==> src/rtl/sine_ctrl_pkg.sv <==
// sine_ctrl_pkg: shared state encoding, LUT geometry and quadrant fold for the sine sequencer
package sine_ctrl_pkg;
  localparam int LUT_AW = 5;
  localparam int LUT_DW = 8;
  typedef enum logic [1:0] {IDLE, RUN, RUN_C, DRAIN} state_t;
  function automatic logic [LUT_AW:0] fold(input logic [1:0] quad, input logic [LUT_AW-1:0] idx);
    return {quad[1], quad[0] ? ~idx : idx};
  endfunction
endpackage

==> src/rtl/sine_fold.sv <==
// sine_fold: maps quadrant/index to a quarter-wave LUT address and applies the half-wave sign
module sine_fold import sine_ctrl_pkg::*; (
  input  logic [1:0]        quad,
  input  logic [LUT_AW-1:0] idx,
  input  logic [LUT_DW-1:0] mag,
  output logic [LUT_AW-1:0] addr,
  output logic [LUT_DW-1:0] value
);
  logic neg;
  always_comb {neg, addr} = fold(quad, idx);
  assign value = neg ? -mag : mag;
endmodule

==> src/rtl/sine_wave_ctrl.sv <==
// sine_wave_ctrl: phase-accumulator sine sequencer on a shared quarter-wave LUT; SINE_COS_EN adds time-shared cos_sample
module sine_wave_ctrl import sine_ctrl_pkg::*; #(
  parameter int PHASE_W = 16
) (
  input  logic               clk,
  input  logic               rst,
  input  logic               en,
  input  logic               phase_clr,
  input  logic [PHASE_W-1:0] step,
  output logic [LUT_AW-1:0]  lut_addr,
  input  logic [LUT_DW-1:0]  lut_data,
  output logic               out_valid,
  input  logic               out_ready,
  output logic [LUT_DW-1:0]  sample,
  output logic               wrap,
`ifdef SINE_COS_EN
  output logic [LUT_DW-1:0]  cos_sample,
`endif
  output logic               busy
);
  state_t state;
  logic [PHASE_W-1:0] phase, step_q;
  logic [PHASE_W:0] sum;
  logic [1:0] quad;
  logic [LUT_DW-1:0] value;
  logic slot_free;
`ifdef SINE_COS_EN
  logic [LUT_DW-1:0] mag_q;
`endif
  assign sum = {1'b0, phase} + {1'b0, step_q};
  assign quad = phase[PHASE_W-1 -: 2] + {1'b0, state == RUN_C};
  assign slot_free = !out_valid || out_ready;
  assign busy = state != IDLE;
  sine_fold u_fold (
    .quad(quad),
    .idx(phase[PHASE_W-3 -: LUT_AW]),
    .mag(lut_data),
    .addr(lut_addr),
    .value(value)
  );
  always_ff @(posedge clk)
    if (rst) begin
      state <= IDLE;
      phase <= '0;
      step_q <= '0;
      out_valid <= 1'b0;
      sample <= '0;
      wrap <= 1'b0;
`ifdef SINE_COS_EN
      cos_sample <= '0;
      mag_q <= '0;
`endif
    end else begin
      wrap <= 1'b0;
      out_valid <= out_valid && !out_ready;
      case (state)
        IDLE: begin
          if (phase_clr) phase <= '0;
          if (en) begin
            step_q <= step;
            state <= RUN;
          end
        end
        RUN:
          if (!en) state <= DRAIN;
`ifdef SINE_COS_EN
          else if (slot_free) begin
            mag_q <= value;
            state <= RUN_C;
          end
        RUN_C: begin
          sample <= mag_q;
          cos_sample <= value;
          out_valid <= 1'b1;
          {wrap, phase} <= sum;
          state <= RUN;
        end
`else
          else if (slot_free) begin
            sample <= value;
            out_valid <= 1'b1;
            {wrap, phase} <= sum;
          end
`endif
        DRAIN: if (!out_valid) state <= IDLE;
        default: state <= IDLE;
      endcase
    end
endmodule

==> config.mk <==
export PLATFORM = sky130hd
export DESIGN_NAME = sine_wave_ctrl
export DESIGN_NICKNAME = d
export VERILOG_FILES = /design/src/rtl/sine_ctrl_pkg.sv /design/src/rtl/sine_fold.sv /design/src/rtl/sine_wave_ctrl.sv
export SDC_FILE = /design/constraint.sdc
export NUM_CORES = 1
export LEC_CHECK = 0
export CAP_MARGIN = 30
export CORE_UTILIZATION = 25
export DETAILED_ROUTE_END_ITERATION = 7
export HOLD_SLACK_MARGIN = 0.06
export PLACE_DENSITY = 0.48
export SETUP_SLACK_MARGIN = 0.4
export SYNTH_ARGS = -nofsm -noshare
export SYNTH_HDL_FRONTEND = slang
export SYNTH_SLANG_ARGS = --single-unit
==> constraint.sdc <==
create_clock -name clk -period 2.2 [get_ports clk]
set_clock_uncertainty 0.15 [all_clocks]
set_input_delay 0.44 -clock clk [delete_from_list [all_inputs] [get_ports clk]]
set_output_delay 0.44 -clock clk [all_outputs]
set_load 0.05 [all_outputs]
==> flow_summary_export.csv <==
group,metric,value,unit
worst_setup_path,rr_worst_depth,9,
place,port_buffers,44,
clock_network,cts_tree,"done",
layout,syn_to_final_growth,52.9,%
clock_network,cts_sinks,44,
place,placed_area,3500,um2
logic_synthesis,syn_nets,352,
detailed_routing,ant_nets,0,
layout,diodes,0,
logic_synthesis,netlist.area_leader.share,0.355,
global_routing,met2_usage,0.252,
pwr,p_sw,0.000539,W
clock_network,clk-insertion-delay-late,0.29,ns
logic_synthesis,synth_top_cell_by_area,"dfxtp_1",
logic_synthesis,ys_async_sr_fraction,0,
worst_setup_path,timing.rr.start,"step_q[0]",
die,core_area,9680,um2
min_path,hold_end,"phase[7]",
detailed_routing,firstDrtPassIters,4,
logic_synthesis,syn_inst,304,
logic_synthesis,synth-edff-count,0,
pwr,p_clk_frac,0.290,
min_path,hold_start,"phase[7]",
run,drv_cap,0,
global_routing,grtUsageMet3,0.0269,
global_routing,grt_max_degree,29,
sta,min_period_over_period,1.00,
global_routing,track_usage,0.141,
worst_setup_path,worstSetupStartpointType,"register",
die,die_area,10300,um2
sta,slew_headroom,0.667,
pwr,power.density,483,nW/um2
sta,grt_setup_unrepaired,"true",
outcome,violations,"negative setup slack",
global_routing,antenna_found_initial,0,
worst_setup_path,r2r_end,"wrap",
logic_synthesis,synthTopCellsByArea,"dfxtp_1 35%, ha_1 9.1%, a21oi_1 6.9%",
logic_synthesis,synth_warnings,0,
sta,fmax,453,MHz
sta,slew_viol_final,0,
pwr,p_int,0.00130,W
sta,period_needed,2.21,ns
detailed_routing,drtIter0Drc,74,
layout,num-fill-cells,981,
pwr,swShare,0.294,
clock_network,htreeDepth,2,
global_routing,grtUsageMet1,0.174,
detailed_routing,drcViolationCount,0,
detailed_routing,wl_per_cell,13.4,um
place,place.gp.congestion,0.791,
sta,worstMarginPinSlew,0.501,ns
worst_setup_path,worstPathMaxFanout,4,
sta,setup_viol,1,
clock_network,cts_max_path_buffers,2,
detailed_routing,wl,6870,um
clock_network,cts_buffers,5,
detailed_routing,dr_total_vias,2407,
worst_setup_path,crit_required,2.28,ns
pwr,ir_drop,0.000276,V
pwr,power_frac_comb,0.240,
min_path,min_path_cells,2,
worst_setup_path,worstSetupPathType,"reg2reg",
pwr,p_seq_frac,0.470,
global_routing,grt_overflow,0,
place,hpwl,5040,um
outcome,status,"finished, violations left",
worst_setup_path,critPathArrivalTime,2.29,ns
layout,finish.instance_area,3800,um2
worst_setup_path,end_kind,"register",
die,die_width,102,um
logic_synthesis,yosysSeqAreaShare,0.355,
logic_synthesis,ys.flop_type,"dfxtp_1",
layout,seqCellArea,898,um2
sta,fin_ws,-0.00863,ns
die,die_h,102,um
clock_network,cts_root_buffer,"clkbuf_8",
layout,multi_input_area,1820,um2
sta,whs,0.310,ns
logic_synthesis,netlist_area,2480,um2
layout,drive_gt1_frac,0.258,
worst_setup_path,r2r_slack,-0.009,ns
min_path,min_path_type,"reg2reg",
layout,final_nets,427,
die,start_util,0.256,
logic_synthesis,syn_area_per_cell,8.17,um2
logic_synthesis,ys_types,48,
die,rows,36,
clock_network,clkTransAtPathRegs,0.08,ns
sta,final_hold_viol_count,0,
detailed_routing,vias_per_cell,4.69,
global_routing,grt_busiest_layer,"met2",
die,ios,45,
global_routing,grt_pass1_vias,2467,
logic_synthesis,synth_seq_cells,44,
global_routing,grt_pass1_wl,11400,um
pwr,p_leak,1.51,nW
## sequential cells by signal, indices dropped and copies added, names as in the netlist
signal     flops
phase         16
wrap           1
state          2
sample         8
step_q        16
out_valid      1
## what timing repair did
item / 4_1_cts / 5_1_grt
setup buffers: 5 / 4
hold buffers: 0 / 0
setup endpoints to repair: 27 / 34
pin swaps: 13 / 12
gates resized for setup: 29 / 26
## per-stage QoR
| step | worst slack [ns] | total power, W | utilization | setup TNS, ns | std cells |
|---|---|---|---|---|---|
| final | -0.00863 | 0.00183 | 0.392 | -0.00863 | 513 |
| after detailed placement | -0.0467 | 0.00131 | 0.361 | -0.0505 | 496 |
| after global placement | -0.00174 | 0.00131 | 0.361 | -0.00334 | 496 |
| after global routing | -0.0856 | 0.00194 | 0.392 | -0.185 | 513 |
| after CTS | 0.0211 | 0.00186 | 0.381 | 0 | 509 |
| after floorplan | 0.0994 | 0.00112 | - | 0 | 304 |
## worst max-delay path, stage by stage (launching register included)
cell and delay (ns):
dfxtp_2 0.36, ha_4 0.14, inv_2 0.04, fa_2 0.35, nand2b_4 0.17, a21oi_4 0.16
o21a_4 0.17, o21ai_4 0.07, or3_4 0.40, a21oi_2 0.15
## power by group through the flow
stage	logic [W]	clock network, W	registers (W)
after floorplan	0.000210	0	0.000912
after global placement	0.000433	0	0.000880
after detailed placement	0.000433	0	0.000880
after CTS	0.000434	0.000561	0.000862
after global routing	0.000482	0.000592	0.000866
final	0.000441	0.000532	0.000861
## cell families after synthesis
group	Yosys count	synth area share
AO/OA/AOI/OAI	90	0.233
adder cells (fa/ha/maj)	19	0.0987
multiplexers	3	0.0121
flip-flops	44	0.355
buffers and inverters	22	0.0363
XOR/XNOR	18	0.0635
AND/OR/NAND/NOR	108	0.202
## cell usage after synthesis (2+ instances only)
cell / n
a2111o_1: 3
a211oi_1: 9
a21boi_0: 2
a21o_1: 4
a21oi_1: 34
a2bb2oi_1: 2
a31oi_1: 3
a32oi_1: 2
and2_1: 3
and3_1: 3
buf_2: 3
clkbuf_1: 8
dfxtp_1: 44
ha_1: 18
inv_1: 9
mux2i_1: 3
nand2_1: 44
nand2b_1: 5
nand3_1: 3
nand3b_1: 3
nor2_1: 27
nor2b_1: 4
nor3_1: 6
nor3b_1: 2
o21a_1: 5
o21ai_0: 13
o21ai_1: 2
o31ai_1: 2
or3_1: 3
xnor2_1: 9
xor2_1: 9
## worst max path at each step
stage / startpoint / endpoint / slack, ns
floorplan: step_q[0] / phase[10] / 0.1
global placement: en / phase[15] / -0.002
detailed placement: en / phase[15] / -0.05
CTS: step_q[0] / phase[10] / 0.02
global route: step_q[0] / wrap / -0.09
finish: step_q[0] / wrap / -0.009
## per-layer routing
metal | vias up | wire length [um]
met1 | 1125 | 3190
met4 | 0 | 48
met3 | 4 | 260
met5 | - | 0
li1 | 1230 | -
met2 | 48 | 3370
## cells in the final DEF (no fill, tap or decap), types with 3 or more instances in the layout
cell type,instances
nor3_1,6
a21o_1,4
nor2_1,24
xor2_4,5
ha_1,9
clkdlybuf4s50_1,28
o21a_1,4
inv_1,8
buf_12,7
nand3b_1,3
nand2b_1,4
buf_4,33
mux2i_1,3
ha_4,7
a21oi_1,32
nor2b_1,3
a2111o_1,3
xor2_1,4
a211oi_1,8
dfxtp_2,8
clkbuf_8,6
and3_1,3
dfxtp_1,34
dlygate4sd2_1,4
nand2_1,44
o21ai_1,6
o21ai_0,6
clkdlybuf4s15_1,4
and2_1,3
xnor2_1,9
## final cells by class
cell class / instances / share of cell area
clock buffer: 8 / 0.0237
inverter: 9 / 0.00889
multi-input combinational: 238 / 0.479
sequential: 44 / 0.236
tap: 133 / 0.0438
timing repair buffer: 81 / 0.208
Power figures use the tool's default switching activity.
